[src/rtl/pipe_ctrl_pkg.sv]
`default_nettype none
// ============================================================================
// pipe_ctrl_pkg : shared defaults and stage-state helper for pipe_ctrl
// Rev 1.0
// ============================================================================
package pipe_ctrl_pkg;

  localparam int PIPE_STAGES = 4;
  localparam int PIPE_CNT_W  = 32;

  typedef enum logic [1:0] {
    STG_EMPTY   = 2'd0,
    STG_STALLED = 2'd1,
    STG_LEAVING = 2'd2
  } stage_state_e;

  // A valid stage leaves only when done, downstream has room and no hold.
  function automatic stage_state_e stage_state(input logic valid,
                                               input logic done,
                                               input logic rdy_next,
                                               input logic hold);
    if (!valid) begin
      return STG_EMPTY;
    end
    if (done && rdy_next && !hold) begin
      return STG_LEAVING;
    end
    return STG_STALLED;
  endfunction

endpackage
`default_nettype wire

[src/rtl/pipe_ctrl_if.sv]
`default_nettype none
// ============================================================================
// pipe_ctrl_if : handshake and status bundle between the core and pipe_ctrl
// Rev 1.0
// ============================================================================
interface pipe_ctrl_if #(
  parameter int STAGES = pipe_ctrl_pkg::PIPE_STAGES,
  parameter int CNT_W  = pipe_ctrl_pkg::PIPE_CNT_W
);

  logic                    in_valid;
  logic                    in_ready;
  logic [STAGES-1:0]       done;
  logic                    hold;
  logic [STAGES-1:0]       flush_mask;
  logic [STAGES-1:0]       stage_valid;
  logic [STAGES-1:0]       ready;
  logic                    retire;
  logic                    perf_clr;
  logic [STAGES*CNT_W-1:0] perf_stall;
  logic [CNT_W-1:0]        perf_retire;

  modport master (
    output in_valid, done, hold, flush_mask, perf_clr,
    input  in_ready, stage_valid, ready, retire, perf_stall, perf_retire
  );

  modport slave (
    input  in_valid, done, hold, flush_mask, perf_clr,
    output in_ready, stage_valid, ready, retire, perf_stall, perf_retire
  );

endinterface
`default_nettype wire

[src/rtl/pipe_ctrl_perf.sv]
`default_nettype none
// ============================================================================
// pipe_ctrl_perf : per-stage stall counters and retire counter (PIPE_PERF_EN)
// Rev 1.0
// ============================================================================
module pipe_ctrl_perf
  import pipe_ctrl_pkg::*;
#(
  parameter int STAGES = PIPE_STAGES,
  parameter int CNT_W  = PIPE_CNT_W
) (
  input  logic                    clk,
  input  logic                    resetn,
  input  logic                    clr_i,
  input  logic [STAGES-1:0]       valid_i,
  input  logic [STAGES-1:0]       leave_i,
  input  logic                    retire_i,
  output logic [STAGES*CNT_W-1:0] stall_o,
  output logic [CNT_W-1:0]        retire_o
);

  localparam logic [CNT_W-1:0] C_ONE = CNT_W'(1);

  logic [STAGES-1:0][CNT_W-1:0] stall_q;
  logic [CNT_W-1:0]             retire_q;

  // Clear has priority over any same-cycle increment; counters wrap freely.
  always_ff @(posedge clk) begin
    if (!resetn || clr_i) begin
      stall_q  <= '0;
      retire_q <= '0;
    end else begin
      for (int i = 0; i < STAGES; i++) begin
        if (valid_i[i] && !leave_i[i]) begin
          stall_q[i] <= stall_q[i] + C_ONE;
        end
      end
      if (retire_i) begin
        retire_q <= retire_q + C_ONE;
      end
    end
  end

  assign stall_o  = stall_q;
  assign retire_o = retire_q;

endmodule
`default_nettype wire

[src/rtl/pipe_ctrl.sv]
`default_nettype none
// ============================================================================
// pipe_ctrl : generic N-stage valid/ready pipeline controller with flush/hold
//             Optional counters built when PIPE_PERF_EN is defined.
// Rev 1.0
// ============================================================================
module pipe_ctrl
  import pipe_ctrl_pkg::*;
#(
  parameter int STAGES = PIPE_STAGES,
  parameter int CNT_W  = PIPE_CNT_W
) (
  input  logic       clk,
  input  logic       resetn,
  pipe_ctrl_if.slave bus
);

  logic [STAGES-1:0] valid_q;
  logic [STAGES-1:0] valid_d;
  logic [STAGES-1:0] w_valid_eff;
  logic [STAGES-1:0] w_ready;
  logic [STAGES-1:0] w_leave;

  // Masking by reset makes ready read !hold and retire read 0 while in reset.
  assign w_valid_eff = resetn ? valid_q : '0;

  // Ready ripples from the retiring stage back towards fetch in one cycle.
  always_comb begin
    logic         rdy_next;
    stage_state_e st;
    w_ready  = '0;
    w_leave  = '0;
    rdy_next = 1'b1;
    st       = STG_EMPTY;
    for (int i = STAGES - 1; i >= 0; i--) begin
      st         = stage_state(w_valid_eff[i], bus.done[i], rdy_next, bus.hold);
      w_ready[i] = !bus.hold && (st != STG_STALLED);
      w_leave[i] = (st == STG_LEAVING);
      rdy_next   = w_ready[i];
    end
  end

  for (genvar i = 0; i < STAGES; i++) begin : g_stage
    logic load_src;
    if (i == 0) begin : g_head
      assign load_src = bus.in_valid;
    end else begin : g_body
      assign load_src = w_leave[i-1];
    end
    assign valid_d[i] = bus.flush_mask[i] ? 1'b0
                      : (w_ready[i] ? load_src : valid_q[i]);
  end

  always_ff @(posedge clk) begin
    if (!resetn) begin
      valid_q <= '0;
    end else begin
      valid_q <= valid_d;
    end
  end

  assign bus.stage_valid = valid_q;
  assign bus.ready       = w_ready;
  assign bus.in_ready    = w_ready[0];
  assign bus.retire      = w_leave[STAGES-1];

`ifdef PIPE_PERF_EN
  pipe_ctrl_perf #(
    .STAGES (STAGES),
    .CNT_W  (CNT_W)
  ) u_perf (
    .clk      (clk),
    .resetn   (resetn),
    .clr_i    (bus.perf_clr),
    .valid_i  (w_valid_eff),
    .leave_i  (w_leave),
    .retire_i (w_leave[STAGES-1]),
    .stall_o  (bus.perf_stall),
    .retire_o (bus.perf_retire)
  );
`else
  logic unused_perf_clr;
  assign unused_perf_clr  = bus.perf_clr;
  assign bus.perf_stall   = '0;
  assign bus.perf_retire  = '0;
`endif

endmodule
`default_nettype wire

[src/flat_wrapper.sv]
// flat-port wrapper written by rule: the top's interface ports become plain ports
module pipe_ctrl_flat import pipe_ctrl_pkg::*;
#(
  parameter int STAGES = PIPE_STAGES,
  parameter int CNT_W  = PIPE_CNT_W
)
  (clk, resetn, bus_in_valid, bus_done, bus_hold, bus_flush_mask, bus_perf_clr, bus_in_ready, bus_stage_valid, bus_ready, bus_retire, bus_perf_stall, bus_perf_retire);
  pipe_ctrl_if #(.STAGES(STAGES), .CNT_W(CNT_W)) bus_i ();
  input  logic clk;
  input  logic resetn;
  input wire logic [$bits(bus_i.in_valid)-1:0] bus_in_valid;
  input wire logic [$bits(bus_i.done)-1:0] bus_done;
  input wire logic [$bits(bus_i.hold)-1:0] bus_hold;
  input wire logic [$bits(bus_i.flush_mask)-1:0] bus_flush_mask;
  input wire logic [$bits(bus_i.perf_clr)-1:0] bus_perf_clr;
  output wire logic [$bits(bus_i.in_ready)-1:0] bus_in_ready;
  output wire logic [$bits(bus_i.stage_valid)-1:0] bus_stage_valid;
  output wire logic [$bits(bus_i.ready)-1:0] bus_ready;
  output wire logic [$bits(bus_i.retire)-1:0] bus_retire;
  output wire logic [$bits(bus_i.perf_stall)-1:0] bus_perf_stall;
  output wire logic [$bits(bus_i.perf_retire)-1:0] bus_perf_retire;
  assign bus_i.in_valid = bus_in_valid;
  assign bus_i.done = bus_done;
  assign bus_i.hold = bus_hold;
  assign bus_i.flush_mask = bus_flush_mask;
  assign bus_i.perf_clr = bus_perf_clr;
  assign bus_in_ready = bus_i.in_ready;
  assign bus_stage_valid = bus_i.stage_valid;
  assign bus_ready = bus_i.ready;
  assign bus_retire = bus_i.retire;
  assign bus_perf_stall = bus_i.perf_stall;
  assign bus_perf_retire = bus_i.perf_retire;
  pipe_ctrl #(.STAGES(STAGES), .CNT_W(CNT_W)) u_core (.clk(clk), .resetn(resetn), .bus(bus_i));
endmodule
[config.mk]
export PLATFORM = sky130hd
export DESIGN_NAME = pipe_ctrl_flat
export DESIGN_NICKNAME = d
export VERILOG_FILES = /design/src/rtl/pipe_ctrl_pkg.sv /design/src/rtl/pipe_ctrl_if.sv /design/src/rtl/pipe_ctrl_perf.sv /design/src/rtl/pipe_ctrl.sv /design/src/flat_wrapper.sv
export SDC_FILE = /design/constraint.sdc
export NUM_CORES = 1
export LEC_CHECK = 0
export CORE_MARGIN = 3
export CORE_UTILIZATION = 27
export CTS_BUF_LIST = sky130_fd_sc_hd__clkbuf_16
export DETAILED_ROUTE_END_ITERATION = 12
export GPL_TIMING_DRIVEN = 1
export HOLD_SLACK_MARGIN = 0.1
export PLACE_DENSITY = 0.82
export SLEW_MARGIN = 25
export SYNTH_ARGS = -nofsm -noshare
export SYNTH_HDL_FRONTEND = slang
export SYNTH_SLANG_ARGS = --single-unit
[constraint.sdc]
create_clock -name clk -period 2.2 [get_ports clk]
set_input_delay 0.66 -clock clk [delete_from_list [all_inputs] [get_ports clk]]
set_output_delay 0.66 -clock clk [all_outputs]
set_load 0.03 [all_outputs]
* Word level (Yosys, flattened, before mapping)
Cells that the tools add are included.
** Word-level totals
- Memories :: 0
- Memory bits (read-only) :: 0
- Register bits after elaboration :: 4
- Output and inout bits :: 170
- Latch bits :: 0
- Memory bits (writable) :: 0
- Word-level logic and storage cells :: 54
** Operators by class
- Bitwise logic cells :: 1
- Reduce and logical (&&, ||, !) cells :: 16
- Equality and inequality tests :: 8
- Add/sub/neg operators :: 0
- $mul :: 0
- Multiplexer cells :: 25
- Divide/modulo/power cells :: 0
- Order comparisons :: 0
- Shift operators :: 0
** Operators with widths (count)
- $mux W2 :: 16
- $logic_and A1 B1 Y1 :: 11
- $eq A2 B2 Y1 const B :: 4
- $mux W1 :: 8
- $ne A2 B1 Y1 const B :: 4
- $reduce_or A2 Y1 :: 4
- $mux W4 :: 1
- $logic_not A1 Y1 :: 1
- $not A1 Y1 :: 1

* Depth between registers and ports, before layout
Gate-level depths: netlist of the first run.
- Depth in word-level cells :: 32
- Gate-level depth with buffers :: 5
- Depth with buffers taken out :: 4

* Worst setup path after synthesis of the first run
OpenSTA, ideal clock, no wires.
- Kind :: input -> output
- Start :: in bus_hold
- End :: out bus_ready[1]
- Cell stages on the path :: 4
- Path slack :: -0.178 ns
- Arrival time :: 1.718 ns
- Cell sequence :: clkbuf_1 -> nor2b_1 -> inv_1 -> o21ai_0
** On the way
- Cells in the longest elaborated chain, start to end :: 24
- Elaborated cells on any way between the ends :: 27
- Those cells by class :: eq/ne: 3; mux: 15; reduce/logical: 9
** Ends and longest elaborated chain
- from (decl) :: line flat_wrapper.sv:13 : input wire logic [$bits(bus_i.hold)-1:0] bus_hold;
- $logic_not A1 Y1 * :: line pipe_ctrl_pkg.sv:25, pipe_ctrl.sv:37
- $logic_and A1 B1 Y1 :: line pipe_ctrl_pkg.sv:25 : if (done && rdy_next && !hold) begin
- $mux W1 (2 in series) :: line pipe_ctrl_pkg.sv:25
- $mux W2 :: line pipe_ctrl_pkg.sv:28 : return STG_STALLED;
- $mux W2 :: line pipe_ctrl_pkg.sv:25
- $ne A2 B1 Y1 :: line pipe_ctrl.sv:37 : w_ready[i] = !bus.hold && (st != STG_STALLED);
- $logic_and A1 B1 Y1 :: line pipe_ctrl.sv:37
- $logic_and A1 B1 Y1 (2 in series) :: line pipe_ctrl_pkg.sv:25
- [... 4 more ...]
- $ne A2 B1 Y1 :: line pipe_ctrl.sv:37
- $logic_and A1 B1 Y1 :: line pipe_ctrl.sv:37
- $logic_and A1 B1 Y1 (2 in series) :: line pipe_ctrl_pkg.sv:25
- $mux W1 (2 in series) :: line pipe_ctrl_pkg.sv:25
- $mux W2 :: line pipe_ctrl_pkg.sv:28
- $mux W2 :: line pipe_ctrl_pkg.sv:25
- $ne A2 B1 Y1 :: line pipe_ctrl.sv:37
- $logic_and A1 B1 Y1 * :: line pipe_ctrl.sv:37
- to (decl) :: line flat_wrapper.sv:18 : output wire logic [$bits(bus_i.ready)-1:0] bus_ready;
Every way passes the cells marked *; elsewhere a longest branch is shown, timed or not. The select of a mux whose other input is x is not followed.

* Worst setup path in the final report of the first run
- Start :: in bus_done[2]
- End :: out bus_ready[0]
** On the way
- Cells in the longest elaborated chain, start to end :: 24
- Elaborated cells on any way between the ends :: 27
- Those cells by class :: eq/ne: 3; mux: 15; reduce/logical: 9
** Ends and longest elaborated chain
- from (decl) :: line flat_wrapper.sv:12 : input wire logic [$bits(bus_i.done)-1:0] bus_done;
- $logic_and A1 B1 Y1 * (2 in series) :: line pipe_ctrl_pkg.sv:25
- $mux W1 (2 in series) :: line pipe_ctrl_pkg.sv:25
- $mux W2 * :: line pipe_ctrl_pkg.sv:28
- $mux W2 * :: line pipe_ctrl_pkg.sv:25
- $ne A2 B1 Y1 * :: line pipe_ctrl.sv:37
- $logic_and A1 B1 Y1 * :: line pipe_ctrl.sv:37
- $logic_and A1 B1 Y1 * (2 in series) :: line pipe_ctrl_pkg.sv:25
- $mux W1 (2 in series) :: line pipe_ctrl_pkg.sv:25
- [... 2 more ...]
- $ne A2 B1 Y1 * :: line pipe_ctrl.sv:37
- $logic_and A1 B1 Y1 * :: line pipe_ctrl.sv:37
- $logic_and A1 B1 Y1 * (2 in series) :: line pipe_ctrl_pkg.sv:25
- $mux W1 (2 in series) :: line pipe_ctrl_pkg.sv:25
- $mux W2 * :: line pipe_ctrl_pkg.sv:28
- $mux W2 * :: line pipe_ctrl_pkg.sv:25
- $ne A2 B1 Y1 * :: line pipe_ctrl.sv:37
- $logic_and A1 B1 Y1 * :: line pipe_ctrl.sv:37
Marks and branches as above.

==> flow_summary.yaml, run 1 <==
critical_path:
  cp.depth: 4
  reg2reg_from: "u_core.bus.stage_valid[2]"
  max_stage_delay_ps: 270
  arrival_ps: 1510
  critPathSlowestCell: "dlygate4sd2_1"
  cp_cell_sequence: "dlygate4sd2_1, a21o_1, a31o_4, buf_6"
  startpoint: "bus_done[2]"
  ff2ff_path_depth: 5
  crit_type: "in -> out"
  cp_max_fo: 3
  critical_path_buf_inv_count: 2
  timing.rr.end: "u_core.bus.stage_valid[0]"
  critPathCapture: "bus_ready[0]"
  startpoint_type: "input pin"
  crit_path_end_kind: "output port"
  required_ps: 1540
  worst-r2r-setup-slack_ps: 990
  crit_family: "compound AO/OA/AOI/OAI gates"
layout:
  nets: 248
  register_area_sq_um: 80.08
  design_area_sq_um: 1371
  syn_to_final_growth_pct: -8.590
  num_antenna_cells: 0
  multi_input_comb_area_sq_um: 818.3
  layout-drive-gt1-share_pct: 12.88
  largest_reg_flops: 4
  num-fill-cells: 580
clocking:
  clkSinkCount: 4
  htree_num_levels: 1
  root_buffer: "clkbuf_16"
  cts_buffers: 3
  clk_latency_ps: 220
  tritoncts: "built"
  clkTransAtPathRegs_ps: 30
  cts_buffer_depth: 2
placement:
  place_congestion: 0.7347
  dp_hpwl_um: 2164
  placed_cell_area_sq_um: 1279
  portBuffers: 21
grt:
  grt_pass1_wl_um: 2525
  grt_max_degree: 7
  antenna_found_initial: 0
  grt-ovfl-total: 0
  first_global_vias: 529
  track_usage_pct: 5.248
synth:
  ys_ff_latch: 4
  synth_edf_count: 0
  netlist_top_cells_area: "buf_4, dfxtp_1, a21oi_1"
  synth_top_flop_cell: "dfxtp_1"
  synth_area_sq_um: 1500
  syn_inst: 201
  yosys.area.top_type: "buf_4"
  synth_top_area_share_pct: 80.57
  yosysSeqAreaShare_pct: 5.338
  synth_cell_type_count: 22
  synth-async-reset-ratio_pct: 0
  yosysWarnings: 0
  syn_area_per_cell_sq_um: 7.464
route:
  wl_per_cell_um: 7.531
  firstDrtPassIters: 4
  drtIter0Drc: 5
  remaining_drc_errors: 0
  vias_per_cell: 2.650
  detail-route-antenna-nets: 0
  vias: 803
  wl_um: 2282
power_and_ir_drop:
  power_frac_comb_pct: 55.7
  irDropWorstVdd_mv: 0.1811
  power_density_nw_per_um2: 580.4
  report.power.total_uw: 795.9
  leakage_uw: 0.0008275
  intPower_uw: 350.1
  p_sw_uw: 445.8
  seqPwrFrac_pct: 9.4
  switching_share_pct: 56.02
  p_clk_share_pct: 34.9
floorplan:
  dieArea_sq_um: 6487
  die_h_um: 80.54
  rows: 26
  start_util_pct: 28.64
  chipWidth_um: 80.54
  ios: 183
  core_area_sq_um: 5238
run:
  cap_violations: 0
timing:
  setup_viol_count_final: 0
  hold_ws_ps: 496.6
  period_needed_ps: 2171
  rsz0062_at_grt: "false"
  hold_viol: 0
  fin_worst_skew_ps: 0.5077
  maxSlewViolCount: 0
  max_clock_freq_mhz: 460.5
  finalCritPeriodShare_pct: 98.70
min_path:
  hp-class: "reg -> reg"
run_status:
  run_status: "finished, final reports clean"
routing by layer:
| layer | up-vias | global-route usage (%) | wire length (um) |
|---|---|---|---|
| met1 | 336 | 4.787 | 600 |
| met4 | 0 | 3.547 | 42 |
| met2 | 99 | 9.272 | 1168 |
| met5 | - | 0 | 0 |
| met3 | 6 | 2.354 | 469 |
| li1 | 362 | - | - |
worst min-delay path, cell delays in order (launching register included):
cell and delay [ps]:
dfxtp_1 320, nand2_1 60, mux2i_1 50
synthesized netlist by cell type (all sizes together) (2+ instances only):
cell and instances:
nand2b 3, nand2 5, a21o 2, dfxtp 4, o21ai 2, nor2b 2
or2b 3, buf 162, inv 2, a31oi 2, a21oi 5
worst min path at each step:
stage | from | slack (ps) | end | cells past startpoint
floorplan | u_core.bus.stage_valid[0] | 600 | u_core.bus.stage_valid[0] | 2
global placement | u_core.bus.stage_valid[0] | 480 | u_core.bus.stage_valid[0] | 2
detailed placement | u_core.bus.stage_valid[0] | 500 | u_core.bus.stage_valid[0] | 2
CTS | u_core.bus.stage_valid[0] | 500 | u_core.bus.stage_valid[0] | 2
global route | u_core.bus.stage_valid[0] | 550 | u_core.bus.stage_valid[1] | 2
finish | u_core.bus.stage_valid[0] | 500 | u_core.bus.stage_valid[0] | 2
placed cells by master, fill, tap and decap left out, types with 3 or more instances in the layout:
master and instances:
nand2_1 4, dlygate4sd2_1 3, clkdlybuf4s50_1 9, dfxtp_1 4, a21oi_1 5, clkbuf_16 3, buf_2 3, or2b_1 3
conb_1 160, buf_4 13
logic make-up (layout without fill, tap and decap cells):
group,count (synthesis),count (layout),synth area share [%]
AO/OA/AOI/OAI,13,13,5.254
AND/OR/NAND/NOR,17,17,6.421
buffers and inverters,165,38,82.07
other,1,160,0.2500
multiplexers,1,1,0.6672
flip-flops,4,4,5.338
power groups by stage:
stage          Combinational [uW]  Sequential, uW  Clock (uW)
3_5_place_dp                  434            75.7           0
4_1_cts                       435            74.8         282
6_report                      444            74.7         278
3_3_place_gp                  432            75.6           0
5_1_grt                       465            74.9         289
2_1_floorplan                 606            77.2           0
per-stage QoR:
| step | setup slack, ps | utilization [%] | cells | TNS, ps |
|---|---|---|---|---|
| CTS | 17.93 | 26.09 | 303 | 0 |
| floorplan | 1.935 | - | 360 | 0 |
| finish | 28.51 | 26.18 | 303 | 0 |
| global route | 1.487 | 26.18 | 303 | 0 |
| detailed placement | -790.4 | 24.41 | 300 | -3061 |
| global placement | -753.1 | 24.41 | 300 | -2925 |
what timing repair did:
item | in CTS | in global routing
hold buffers | 0 | 0
endpoints found under the hold margin | 0 | 0
pin swaps | 4 | 0
setup endpoints to repair | 6 | 1
resized for setup | 39 | 1
buffers inserted | 0 | 0
final cells by class:
cell class	instances	area share, %
clock buffers	3	5.474
inverters	2	0.5474
multi-input cells	191	59.67
flip-flops and latches	4	5.839
well taps	70	6.387
repair buffers	33	22.08
(Power assumes the default switching activity.)
==> run 2, diff against run 1 <==
Settings changed: CELL_PAD_IN_SITES_DETAIL_PLACEMENT from default to 0, CELL_PAD_IN_SITES_GLOBAL_PLACEMENT from default to 1, CORE_UTILIZATION 27 to 16, PLACE_DENSITY 0.82 to 0.8.
==> run 2 against run 1 <==
Compared with the run above:
- maximum frequency decreased by 0.50%
- clock skew is 0.82 ps higher
- die area grew 63%
- largest cell class unchanged
- setup slack got worse by 11 ps
- global-route usage shrank 2.1 points
- count of clock-buffer cells in the layout unchanged
- utilization shrank 11 points
- cell count grew 13%
- final area up 0.82%
- via count rose by 0.87%
- sequential power decreased by 0.5%
==> flow_summary.yaml, run 2 (synthesis results as in run 1) <==
timing:
  max_clock_freq_mhz: 458.2
  hold_viol: 0
  finalCritPeriodShare_pct: 99.20
  hold_ws_ps: 609.6
  fin_worst_skew_ps: 1.330
  maxSlewViolCount: 0
  period_needed_ps: 2182
  setup_slack_ps: 17.60
  setup_viol_count_final: 0
floorplan:
  die_h_um: 102.8
  ios: 183
  rows: 34
  core_area_sq_um: 8934
  dieArea_sq_um: 10570
  chipWidth_um: 102.8
  start_util_pct: 16.79
placement:
  place_congestion: 0.6423
  dp_hpwl_um: 2109
  dp.cells: 335
  placed_cell_area_sq_um: 1276
  post-place-ws_ps: -825.1
  portBuffers: 21
layout:
  layout-drive-gt1-share_pct: 12.02
  num_antenna_cells: 0
  final_common_cell: "conb_1"
  design_area_sq_um: 1383
  fin_cells: 341
  nets: 248
  post-route-util_pct: 15.48
  layout_common_cells: "conb_1, buf_4, clkdlybuf4s50_1"
  largest_reg_flops: 4
  syn_to_final_growth_pct: -7.840
  num-fill-cells: 1033
clocking:
  cts_hold_buffers: 0
  cts_buffer_depth: 2
  clkSinkCount: 4
  tritoncts: "built"
  root_buffer: "clkbuf_16"
  clk_latency_ps: 220
  htree_num_levels: 1
  cts_buffers: 3
  clkTransAtPathRegs_ps: 30
route:
  vias_per_cell: 2.375
  drtIter0Drc: 11
  vias: 810
  wl_um: 2384
  wl_per_cell_um: 6.991
  firstDrtPassIters: 2
  remaining_drc_errors: 0
  detail-route-antenna-nets: 0
critical_path:
  critPathSlowestCell: "dlygate4sd2_1"
  required_ps: 1540
  cp_max_fo: 3
  arrival_ps: 1520
  max_stage_delay_ps: 270
  critical_path_buf_inv_count: 2
  startpoint_type: "input pin"
  crit_family: "compound AO/OA/AOI/OAI gates"
  cp_cell_sequence: "dlygate4sd2_1, a21o_1, a31o_4, buf_6"
  crit_path_end_kind: "output port"
  crit_type: "in -> out"
run:
  cap_violations: 0
grt:
  grt-ovfl-total: 0
  antenna_found_initial: 0
  grt_pass1_wl_um: 2490
  grt_max_degree: 7
  track_usage_pct: 3.105
  first_global_vias: 504
power_and_ir_drop:
  power_density_nw_per_um2: 576.8
  irDropWorstVdd_mv: 0.1772
  leakage_uw: 0.0008181
run_status:
  run_status: "finished, final reports clean"
min_path:
  hp-class: "reg -> reg"
[run 2: report_power, final]
part           internal (uW)  leakage (uW)  switching (uW)
logic                   41.8      0.000749             400
registers               73.9     0.0000323           0.418
clock network            232     0.0000370            49.0
[run 2: metal layers]
layer / GRT usage [%] / part of all wire [%] / vias to the layer above
li1: - / - / 364
met1: 3.107 / 25 / 364
met2: 5.462 / 59 / 82
met3: 2.030 / 16 / 0
met4: 0.5976 / 0 / 0
met5: 0 / 0 / -
[run 2: layout make-up]
type / instances / area [sq um] / area share, %
clock buffer: 3 / 75.07 / 5.430
sequential: 4 / 80.08 / 5.792
timing repair buffer: 33 / 275.3 / 19.91
inverter: 2 / 7.507 / 0.5430
tap: 108 / 135.1 / 9.774
multi-input combinational: 191 / 809.5 / 58.55
[run 2: repair_timing]
action / CTS / global route
buffers inserted: 2 / 1
endpoints found under the hold margin: 0 / 0
endpoints found under the setup margin: 6 / 3
gates resized for setup: 32 / 4
pin swaps: 3 / 2
[run 2: path summary, 6_finish.rpt]
check	depth (start not counted)	startpoint	end	slack, ps
hold reg to reg	3	u_core.bus.stage_valid[1]	u_core.bus.stage_valid[1]	610
hold / removal	3	u_core.bus.stage_valid[1]	u_core.bus.stage_valid[1]	610
setup / recovery	4	bus_done[2]	bus_ready[0]	20
setup reg to reg	5	u_core.bus.stage_valid[3]	u_core.bus.stage_valid[0]	960
[run 2: worst reg2reg max path: stages, from the launching register on]
cell	delay [ps]
dfxtp_1	360
nand2b_4	70
a21o_1	200
a31o_4	250
buf_4	140
mux2i_1	100
[run 2: per-stage QoR]
stage | TNS [ps] | power (uW)
2_1_floorplan | 0 | 683.6
3_3_place_gp | -2654 | 502.9
6_report | 0 | 797.4
3_5_place_dp | -2765 | 503.9
5_1_grt | -3.999 | 834.7
4_1_cts | 0 | 793.8
==> run 3, diff against run 2 <==
Settings changed: SKIP_CTS_REPAIR_TIMING from default to 1.
==> run 3 against run 2 <==
Compared with the run above:
- die area stayed put
- sequential share of layout area down 0.10 points
- routed wire length rose by 2.7%
- register-to-register slack improved by 30 ps
- via count shrank 1.9%
- sequential cell count did not move
- first-iteration DRC count up 140%
- combinational power up 0.9%
- non-clock buffer count shrank 1
- sequential power about the same
- cell count decreased by 0.29%
- utilization rose by 0.28 points
==> flow_summary.yaml, run 3 (synthesis results as in run 1) <==
clocking:
  clkTransAtPathRegs_ps: 30
  htree_num_levels: 1
  root_buffer: "clkbuf_16"
  clk_latency_ps: 220
  cts_buffer_depth: 2
  tritoncts: "built"
  cts_buffers: 3
  clkSinkCount: 4
grt:
  grt_pass1_wl_um: 2339
  grt_max_degree: 7
  track_usage_pct: 2.896
  first_global_vias: 478
  grt-ovfl-total: 0
  antenna_found_initial: 0
power_and_ir_drop:
  report.power.total_uw: 801.0
  irDropWorstVdd_mv: 0.1755
  power_density_nw_per_um2: 569.1
  leakage_uw: 0.0008653
timing:
  fin_worst_skew_ps: 1.970
  hold_ws_ps: 593.3
  hold_viol: 0
  setup-tns-final_ps: 0
  maxSlewViolCount: 0
  period_needed_ps: 2173
  setup_viol_count_final: 0
  finalCritPeriodShare_pct: 98.76
  max_clock_freq_mhz: 460.3
route:
  wl_um: 2448
  drtIter0Drc: 26
  vias_per_cell: 2.338
  vias: 795
  wl_per_cell_um: 7.200
  firstDrtPassIters: 3
  remaining_drc_errors: 0
  detail-route-antenna-nets: 0
critical_path:
  startpoint: "bus_done[3]"
  critPathSlowestCell: "a31o_4"
  crit_type: "in -> out"
  max_stage_delay_ps: 240
  cp_max_fo: 3
  required_ps: 1540
  crit_path_end_kind: "output port"
  startpoint_type: "input pin"
  arrival_ps: 1510
  reg2reg_from: "u_core.bus.stage_valid[3]"
  cp_cell_sequence: "dlymetal6s2s_1, nand2b_4, a21o_1, a31o_4, buf_6"
floorplan:
  ios: 183
  chipWidth_um: 102.8
  core_area_sq_um: 8934
  start_util_pct: 16.79
  rows: 34
  die_h_um: 102.8
  dieArea_sq_um: 10570
layout:
  multi_input_comb_area_sq_um: 809.5
  nets: 247
  final_common_cell: "conb_1"
  design_area_sq_um: 1408
  syn_to_final_growth_pct: -6.172
  num-fill-cells: 1026
  layout_common_cells: "conb_1, buf_4, clkdlybuf4s50_1"
  largest_reg_flops: 4
  num_antenna_cells: 0
  register_area_sq_um: 80.08
  layout-drive-gt1-share_pct: 10.34
placement:
  portBuffers: 21
  placed_cell_area_sq_um: 1276
  place_congestion: 0.6423
  dp_hpwl_um: 2109
run:
  cap_violations: 0
min_path:
  hp-class: "reg -> reg"
  hold_start: "u_core.bus.stage_valid[2]"
run_status:
  run_status: "finished, final reports clean"
run 3: report_power, final:
group | leakage (uW) | internal (uW) | switching, uW
Combinational | 0.000796 | 44.9 | 401
Sequential | 0.0000323 | 73.9 | 0.421
Clock | 0.0000370 | 232 | 48.8
Total | 0.000865 | 351 | 450
run 3: path summary, 6_finish.rpt:
check,endpoint,slack (ps),depth (start not counted)
worst max-delay path,bus_ready[0],30,5
worst min-delay path,u_core.bus.stage_valid[2],590,3
worst max register to register,u_core.bus.stage_valid[0],990,5
worst min register to register,u_core.bus.stage_valid[2],590,3
run 3: critical path, delay by kind of cell:
| family | cells | cell delay [ps] |
|---|---|---|
| compound gates | 2 | 420 |
| simple gates | 1 | 150 |
| buf+inv | 2 | 280 |
run 3: layout make-up:
cell class	count	area share, %
timing repair buffer	32	21.33
multi-input combinational	191	57.51
sequential	4	5.689
clock buffer	3	5.333
inverter	2	0.5333
tap	108	9.600
run 3: metal layers:
metal | global-route usage (%) | part of all wire (%) | vias to the layer above
li1 | - | - | 360
met1 | 2.986 | 27 | 353
met2 | 4.866 | 58 | 82
met3 | 2.030 | 15 | 0
met4 | 0.5976 | 0 | 0
met5 | 0 | 0 | -
run 3: stage by stage:
step / util (%) / cells / setup slack, ps
5_1_grt: 15.76 / 340 / -17.69
3_3_place_gp: 14.29 / 335 / -780.0
6_report: 15.76 / 340 / 27.30
3_5_place_dp: 14.29 / 335 / -825.1
2_1_floorplan: - / 360 / 1.935
4_1_cts: 15.13 / 338 / -828.7
